==> src/rtl/fetch_stage.sv <==
// rtl/fetch_stage.sv - instruction fetch stage with PC, IF/ID register and IDLE/FETCH/HALT control
// Optional performance counters are enabled by defining FETCH_PERF_CNT_EN.
module fetch_stage #(
    parameter logic [31:0] RESET_PC = 32'h0000_3000
) (
    input  logic        clk,
    input  logic        rst_n,
    input  logic        stall,
    input  logic        flush,
    input  logic        redirect,
    input  logic [31:0] redirect_pc,
    input  logic        halt,
    output logic        imem_req,
    output logic [31:0] imem_addr,
    input  logic [31:0] imem_rdata,
    input  logic        imem_ready,
    output logic        id_valid,
    output logic [31:0] id_instr,
    output logic [31:0] id_pc,
    output logic [31:0] id_pc4,
    output logic [5:0]  id_op,
    output logic [5:0]  id_func
`ifdef FETCH_PERF_CNT_EN
    ,
    output logic [31:0] fetch_cnt,
    output logic [31:0] stall_cnt
`endif
);

    typedef enum logic [1:0] {
        IDLE  = 2'd0,
        FETCH = 2'd1,
        HALT  = 2'd2
    } state_t;

    state_t      state;
    state_t      state_next;
    logic [31:0] pc;
    logic [31:0] pc_plus4;
    logic        in_fetch;
    logic        halt_cond;
    logic        xfer;

    assign in_fetch  = (state == FETCH);
    assign halt_cond = in_fetch & id_valid & halt;
    assign xfer      = in_fetch & imem_ready & ~stall & ~redirect & ~flush & ~halt_cond;
    assign pc_plus4  = pc + 32'd4;

    assign imem_req  = in_fetch;
    assign imem_addr = pc;
    assign id_op     = id_instr[31:26];
    assign id_func   = id_instr[5:0];

    always_ff @(posedge clk or negedge rst_n) begin
        if (!rst_n) begin
            state <= IDLE;
        end else begin
            state <= state_next;
        end
    end

    always_comb begin
        state_next = state;
        case (state)
            IDLE:    state_next = FETCH;
            FETCH:   if (halt_cond) state_next = HALT;
            HALT:    state_next = HALT;
            default: state_next = IDLE;
        endcase
    end

    // Priority: halt > redirect > flush > stall > transfer/bubble
    always_ff @(posedge clk or negedge rst_n) begin
        if (!rst_n) begin
            pc       <= RESET_PC;
            id_valid <= 1'b0;
            id_instr <= 32'd0;
            id_pc    <= 32'd0;
            id_pc4   <= 32'd0;
        end else if (in_fetch) begin
            if (halt_cond) begin
                id_valid <= 1'b0;
            end else if (redirect) begin
                pc       <= redirect_pc & 32'hFFFF_FFFC;
                id_valid <= 1'b0;
            end else if (flush) begin
                id_valid <= 1'b0;
            end else if (!stall) begin
                if (imem_ready) begin
                    id_instr <= imem_rdata;
                    id_pc    <= pc;
                    id_pc4   <= pc_plus4;
                    id_valid <= 1'b1;
                    pc       <= pc_plus4;
                end else begin
                    id_valid <= 1'b0;
                end
            end
        end
    end

`ifdef FETCH_PERF_CNT_EN
    always_ff @(posedge clk or negedge rst_n) begin
        if (!rst_n) begin
            fetch_cnt <= 32'd0;
            stall_cnt <= 32'd0;
        end else begin
            if (xfer && fetch_cnt != 32'hFFFF_FFFF) begin
                fetch_cnt <= fetch_cnt + 32'd1;
            end
            if (in_fetch && !xfer && stall_cnt != 32'hFFFF_FFFF) begin
                stall_cnt <= stall_cnt + 32'd1;
            end
        end
    end
`endif

endmodule
==> config.mk <==
export PLATFORM = sky130hd
export DESIGN_NAME = fetch_stage
export DESIGN_NICKNAME = d
export VERILOG_FILES = /design/src/rtl/fetch_stage.sv
export SDC_FILE = /design/constraint.sdc
export NUM_CORES = 1
export LEC_CHECK = 0
export CAP_MARGIN = 20
export CELL_PAD_IN_SITES_DETAIL_PLACEMENT = 0
export CELL_PAD_IN_SITES_GLOBAL_PLACEMENT = 1
export CORE_UTILIZATION = 34
export CTS_CLUSTER_SIZE = 16
export DETAILED_ROUTE_END_ITERATION = 8
export GPL_ROUTABILITY_DRIVEN = 1
export MAX_ROUTING_LAYER = met4
export PLACE_DENSITY = 0.9
export SLEW_MARGIN = 40
export SYNTH_ARGS = -nofsm -noshare
export SYNTH_HDL_FRONTEND = slang
export SYNTH_SLANG_ARGS = --single-unit
==> constraint.sdc <==
create_clock -name clk -period 2.55 [get_ports clk]
set_clock_uncertainty 0.2 [all_clocks]
set_input_delay 0.3825 -clock clk [delete_from_list [all_inputs] [get_ports clk]]
set_output_delay 0.3825 -clock clk [all_outputs]
set_load 0.1 [all_outputs]
==> Yosys cells after proc, flatten, opt, wreduce, memory -nomap -nowiden <==
Cells that the tools add are included.
{ "op_classes": {"eq_ne": 6, "n_bitwise": 6, "reduce_logical": 5, "n_lt_le_gt_ge": 0, "n_addsub": 1, "shifts": 0, "div": 0, "mux": 11, "mul": 0} }
{ "ops": {"columns": ["cell", "n"], "rows": [
  ["2-to-1 mux 32 bit", 4],
  ["adder 32 x 3 -> 32 bit (second input constant)", 1],
  ["inequality test 2 x 1 -> 1 bit (second input constant)", 3],
  ["one-hot mux 2 bit (3 select lines)", 1],
  ["AND reduction 6 bit", 1],
  ["2-to-1 mux 1 bit", 5],
  ["AND reduction 5 bit", 1],
  ["inequality test 4 x 1 -> 1 bit (second input constant)", 1],
  ["NOT 1 bit", 4],
  ["AND 1 bit", 2],
  ["equality test 2 x 1 -> 1 bit (second input constant)", 1],
  ["equality test 2 bit (second input constant)", 1],
  ["zero test 2 bit", 1],
  ["2-to-1 mux 2 bit", 1],
  ["AND reduction 2 bit", 1],
  ["nonzero test 2 bit", 1]
]} }
{ "word_totals": {"in_bits": 71, "out_inout_bits": 142, "romBits": 0, "memories": 0, "reg_bits": 131, "wordCells": 35, "ram_bits": 0, "latch_bits": 0} }

==> Logic depth before layout (Yosys ltp) <==
{ "depth": {"ltp_word": 5, "depth_mapped": 9, "depth_no_buf": 7} }

==> Least setup slack after synthesis <==
OpenSTA, ideal clock, no wires.
{ "synth_path": {"path_type": "reg-to-reg", "start": "register state[1]", "end": "register pc[10], in the netlist imem_addr[10]", "arrival_time_ns": 2.517, "path_buffers": 2, "t_required_ns": 2.216, "path_slack_ns": -0.301, "setup_time_ns": 0.134, "path_stages_with_launch": 10, "cell_sequence": "dfrtp_1 inv_1 ha_1 a21boi_0 clkbuf_1 o21a_1 clkbuf_1 o21ai_0 nand2_1 o21ai_0"} }
{ "synth_via": {"elab_chain_len": 5} }
{ "synth_rtl": {"columns": ["item", "line_no", "text"], "rows": [
  ["from (decl)", "36", "state_t state;"],
  ["from (signal assigned)", "58", "state <= state_next;"],
  ["equality test 2 x 1 -> 1 bit *", "44", "assign in_fetch = (state == FETCH);"],
  ["net imem_req", "13", "output logic imem_req,"],
  ["AND 1 bit (2 in a row)", "45", "assign halt_cond = in_fetch & id_valid & halt;"],
  ["NOT 1 bit (no line)", null, null],
  ["AND reduction 5 bit (no line) *", null, null],
  ["to (signal assigned)", "84", "pc <= redirect_pc & 32'hFFFF_FFFC;"],
  ["to (signal assigned)", "94", "pc <= pc_plus4;"],
  ["to (decl)", "38", "logic [31:0] pc;"]
]} }
Mark *: on every way through the listed nets, which the timed path passes. The rest lies on a longest branch.
A chain may end at the register's enable or synchronous reset.

==> Final worst setup path <==
{ "layout_path": {"start": "register pc[2], in the netlist imem_addr[2]", "end": "register pc[16], in the netlist imem_addr[16]"} }
{ "layout_via": {"elab_chain_len": 5} }
{ "layout_rtl": {"columns": ["item", "line_no", "text"], "rows": [
  ["adder 32 x 3 -> 32 bit", "47", "assign pc_plus4 = pc + 32'd4;"],
  ["2-to-1 mux 32 bit", "89", "if (imem_ready) begin"],
  ["2-to-1 mux 32 bit", "88", "end else if (!stall) begin"],
  ["2-to-1 mux 32 bit", "86", "end else if (flush) begin"],
  ["2-to-1 mux 32 bit", "83", "end else if (redirect) begin"]
]} }
Every way passes these cells. The select of a mux whose other input is x is not followed.

==> impl_summary.txt <==
----------------------------------------------------
[Floorplan]
  Die width ... 135 um
  Placeable core region ... 17200 um^2
  Initial Util ... 34.7%
  Die Span Y ... ~130 um
  Std cell rows ... 48
  Floorplan die area ... about 18000 um^2
  I/O pin total ... ~210

[Finish]
  Layout Utilization ... between 40% and 50%
  Number of diodes added for antenna fixing ... 0
  Most frequent standard cell in the layout excluding fill and tap cells ... buf_4
  Commonest cells after routing, fill and taps aside ... buf_4 (165), dfrtp_1 (104), clkdlybuf4s50_1 (66)
  Area added between synthesis and finish ... 44.2%
  NumNets Final ... 828
  Layout cells sized above 1 ... 38.9%

[Drt]
  Vias post-DR ... 4886
  Iteration-0 DRC count of the detailed router ... 213
  Router iterations before antenna repair ... 5
  WL/cell ... 16.2 um
  Post-DRT Antenna Nets ... 0
  DRC ... 0
  Sum of routed wire length over all layers ... 16100 um
  Routed via count divided by cell count ... 4.93

[Worst setup path]
  Required time of the critical path ... between 2 and 3 ns
  Crit Reg-Reg Endpoint ... imem_addr[16]
  Worst path arrival time ... 2.43 ns
  Startpoint types ... flip-flop
  Setup slack on the worst flop-to-flop path ... about 0.27 ns
  Crit Path Class ... flip-flop to flip-flop
  Number of cells on the worst reg-to-reg path ... 7
  Startpoint of the worst-slack reg-to-reg timing path ... imem_addr[2]
  Largest driver fanout on the critical path ... 13
  Endpoint type of the worst setup path ... flip-flop

[Clocking]
  Post-CTS Repair Setup Buffers ... 0
  Htree depth ... 4
  Total clock buffers created by CTS ... 17
  Clock tree from TritonCTS ... done
  Number of clock sinks seen by CTS ... 125
  Number of buffers on the longest clock path ... 2
  Clock Tree Root ... clkbuf_16
  Clock insertion delay at the later pin of the skew report ... between 0.4 and 0.5 ns
  Clock slew at the register clock pins of the worst setup and hold paths ... 0.06 ns

[Logic synthesis]
  Compound-gate portion of the synthesized area ... ~10%
  Number of cells produced by synthesis ... 554
  EDFF count, synth ... 0
  Mean Syn Cell Area ... about 11 um^2
  Xor and xnor fraction of the mapped netlist area ... 3.96%
  Mapped cell area ... between 5000 and 6000 um^2
  Cell variety after synth ... 51
  Mux contribution to synthesized area ... 12.7%
  Synth warnings ... 0
  Combinational family with the most area after synthesis ... simple AND/OR/NAND/NOR gates
  Sequential-to-total area share from yosys stat ... 52.4%
  Synthesized-area fraction occupied by and/or/nand/nor cells ... between 10% and 20%
  Flip-flop and latch count after synthesis ... 125
  Ys flop type ... dfrtp_1
  Fraction of registers with async set or reset after synthesis ... 100%
  Adder-cell share of the synthesized area ... 0.628%

[GRT]
  Total grt overflow ... 0
  Vias in the first global route ... between 4000 and 5000
  Number of antenna violations at the first check in global routing ... 0
  First-pass GRT wire length ... around 26000 um
  Largest net degree at the start of global routing ... 59
  Total global routing track utilization ... 19.0%

[Placed design]
  Post-detail-place hpwl ... 11600 um
  Buffers on Ports ... between 200 and 250
  Global placement routability congestion ... 0.774

[Min path]
  Hold Path Depth ... 4
  Path category of the worst min-delay check ... primary input to flip-flop
  Hold path startpoint ... redirect
  Worst Hold End ... imem_addr[26]

[STA]
  Final setup violation count ... 0
  Final count of hold timing violations ... 0
  Setup repair after global routing missed its margin ... no
  Worst-Margin Slew ... 0.570 ns
  Ratio of final minimum period to clock period ... roughly 90%
  Min Hold Slack ... 0.272 ns
  Setup TNS ... 0 ns
  Number of max-slew violations in the final report ... 0
  Period minus WS final ... between 2 and 2.5 ns
  Slew HR ... 62.0%
  Maximum operating frequency ... 439 MHz

[Outcome]
  Outcome ... finished clean

[Run]
  Count of maximum capacitance violations ... 0

----------------------------------------------------
## synthesized netlist by cell type, types with 4 or more instances
master,instances,area (um^2)
a21oi_1,12,60.1
a22oi_1,16,120
and3_1,6,37.5
buf_2,14,70.1
buf_4,20,150
clkbuf_1,24,90.1
dfrtp_1,123,3080
inv_1,7,26.3
mux2_2,61,687
mux2i_1,7,70.1
nand2_1,53,199
nand3_1,34,170
nand4_1,13,81.3
nor2_1,20,75.1
nor2b_1,5,31.3
nor3_1,6,30.0
o21ai_0,51,255
or3_1,4,25.0
xnor2_1,10,87.6
xor2_1,17,149
## per-stage QoR
step	std cells	instance area [um^2]	setup WS, ns
floorplan	559	6020	0.000894
global route	992	8610	0.120
finish	992	8610	0.271
CTS	992	8610	0.262
detailed placement	959	7950	0.0844
global placement	959	7950	0.0376
## worst max-delay path by stage
stage,from,to,slack [ns],cells after the start
floorplan,id_valid,id_pc[30],0.0009,5
global placement,imem_ready,imem_addr[20],0.04,7
detailed placement,imem_ready,imem_addr[20],0.08,7
CTS,imem_addr[2],imem_addr[16],0.26,7
global route,imem_addr[2],imem_addr[16],0.12,7
finish,imem_addr[2],imem_addr[16],0.27,7
## area by class of cell
cell class,count,area [um^2]
multi-input combinational,366,2530
fill,1574,8620
tap,225,282
clock inverter,12,184
timing repair buffer,236,1970
sequential,125,3150
inverter,8,30.0
clock buffer,20,467
## kinds of logic (layout without fill, tap and decap cells)
kind of cell	Yosys count	count (layout)
compound gates	100	100
xor+xnor	27	27
fa+ha+maj	3	3
buf+inv	68	276
flops	125	125
mux	68	68
other cells	1	6
simple gates	162	162
## routing by layer
layer | part of all wire, % | wire length (um) | global-route usage [%]
met5 | 0 | 0 | -
met4 | 0.91 | 146 | 5.37
met3 | 6.3 | 1000 | 5.11
met2 | 48 | 7760 | 30.1
met1 | 45 | 7150 | 23.8
## flip-flops by register name (all words and copies together), names as in the netlist
signal / count
id_valid: 1
id_pc4: 30
state: 2
id_pc: 30
imem_addr: 30
id_instr: 32
## repair_timing
| item | 4_1_cts | 5_1_grt |
|---|---|---|
| hold endpoints to repair | 53 | 0 |
| hold buffers | 1 | 0 |
| resized for setup | 0 | 0 |
## worst max-delay path, cell delays in order, from the launching register on
cell      delay (ns)
dfrtp_2         0.45
ha_1            0.27
nand3_1         0.24
nor2_1          0.16
buf_4           0.23
nand3_1         0.17
o311ai_0        0.34
a31o_2          0.15
Power is left out: the tool's default activity adds up to more than one toggle a clock period on the data nets, which glitch-free logic cannot reach.
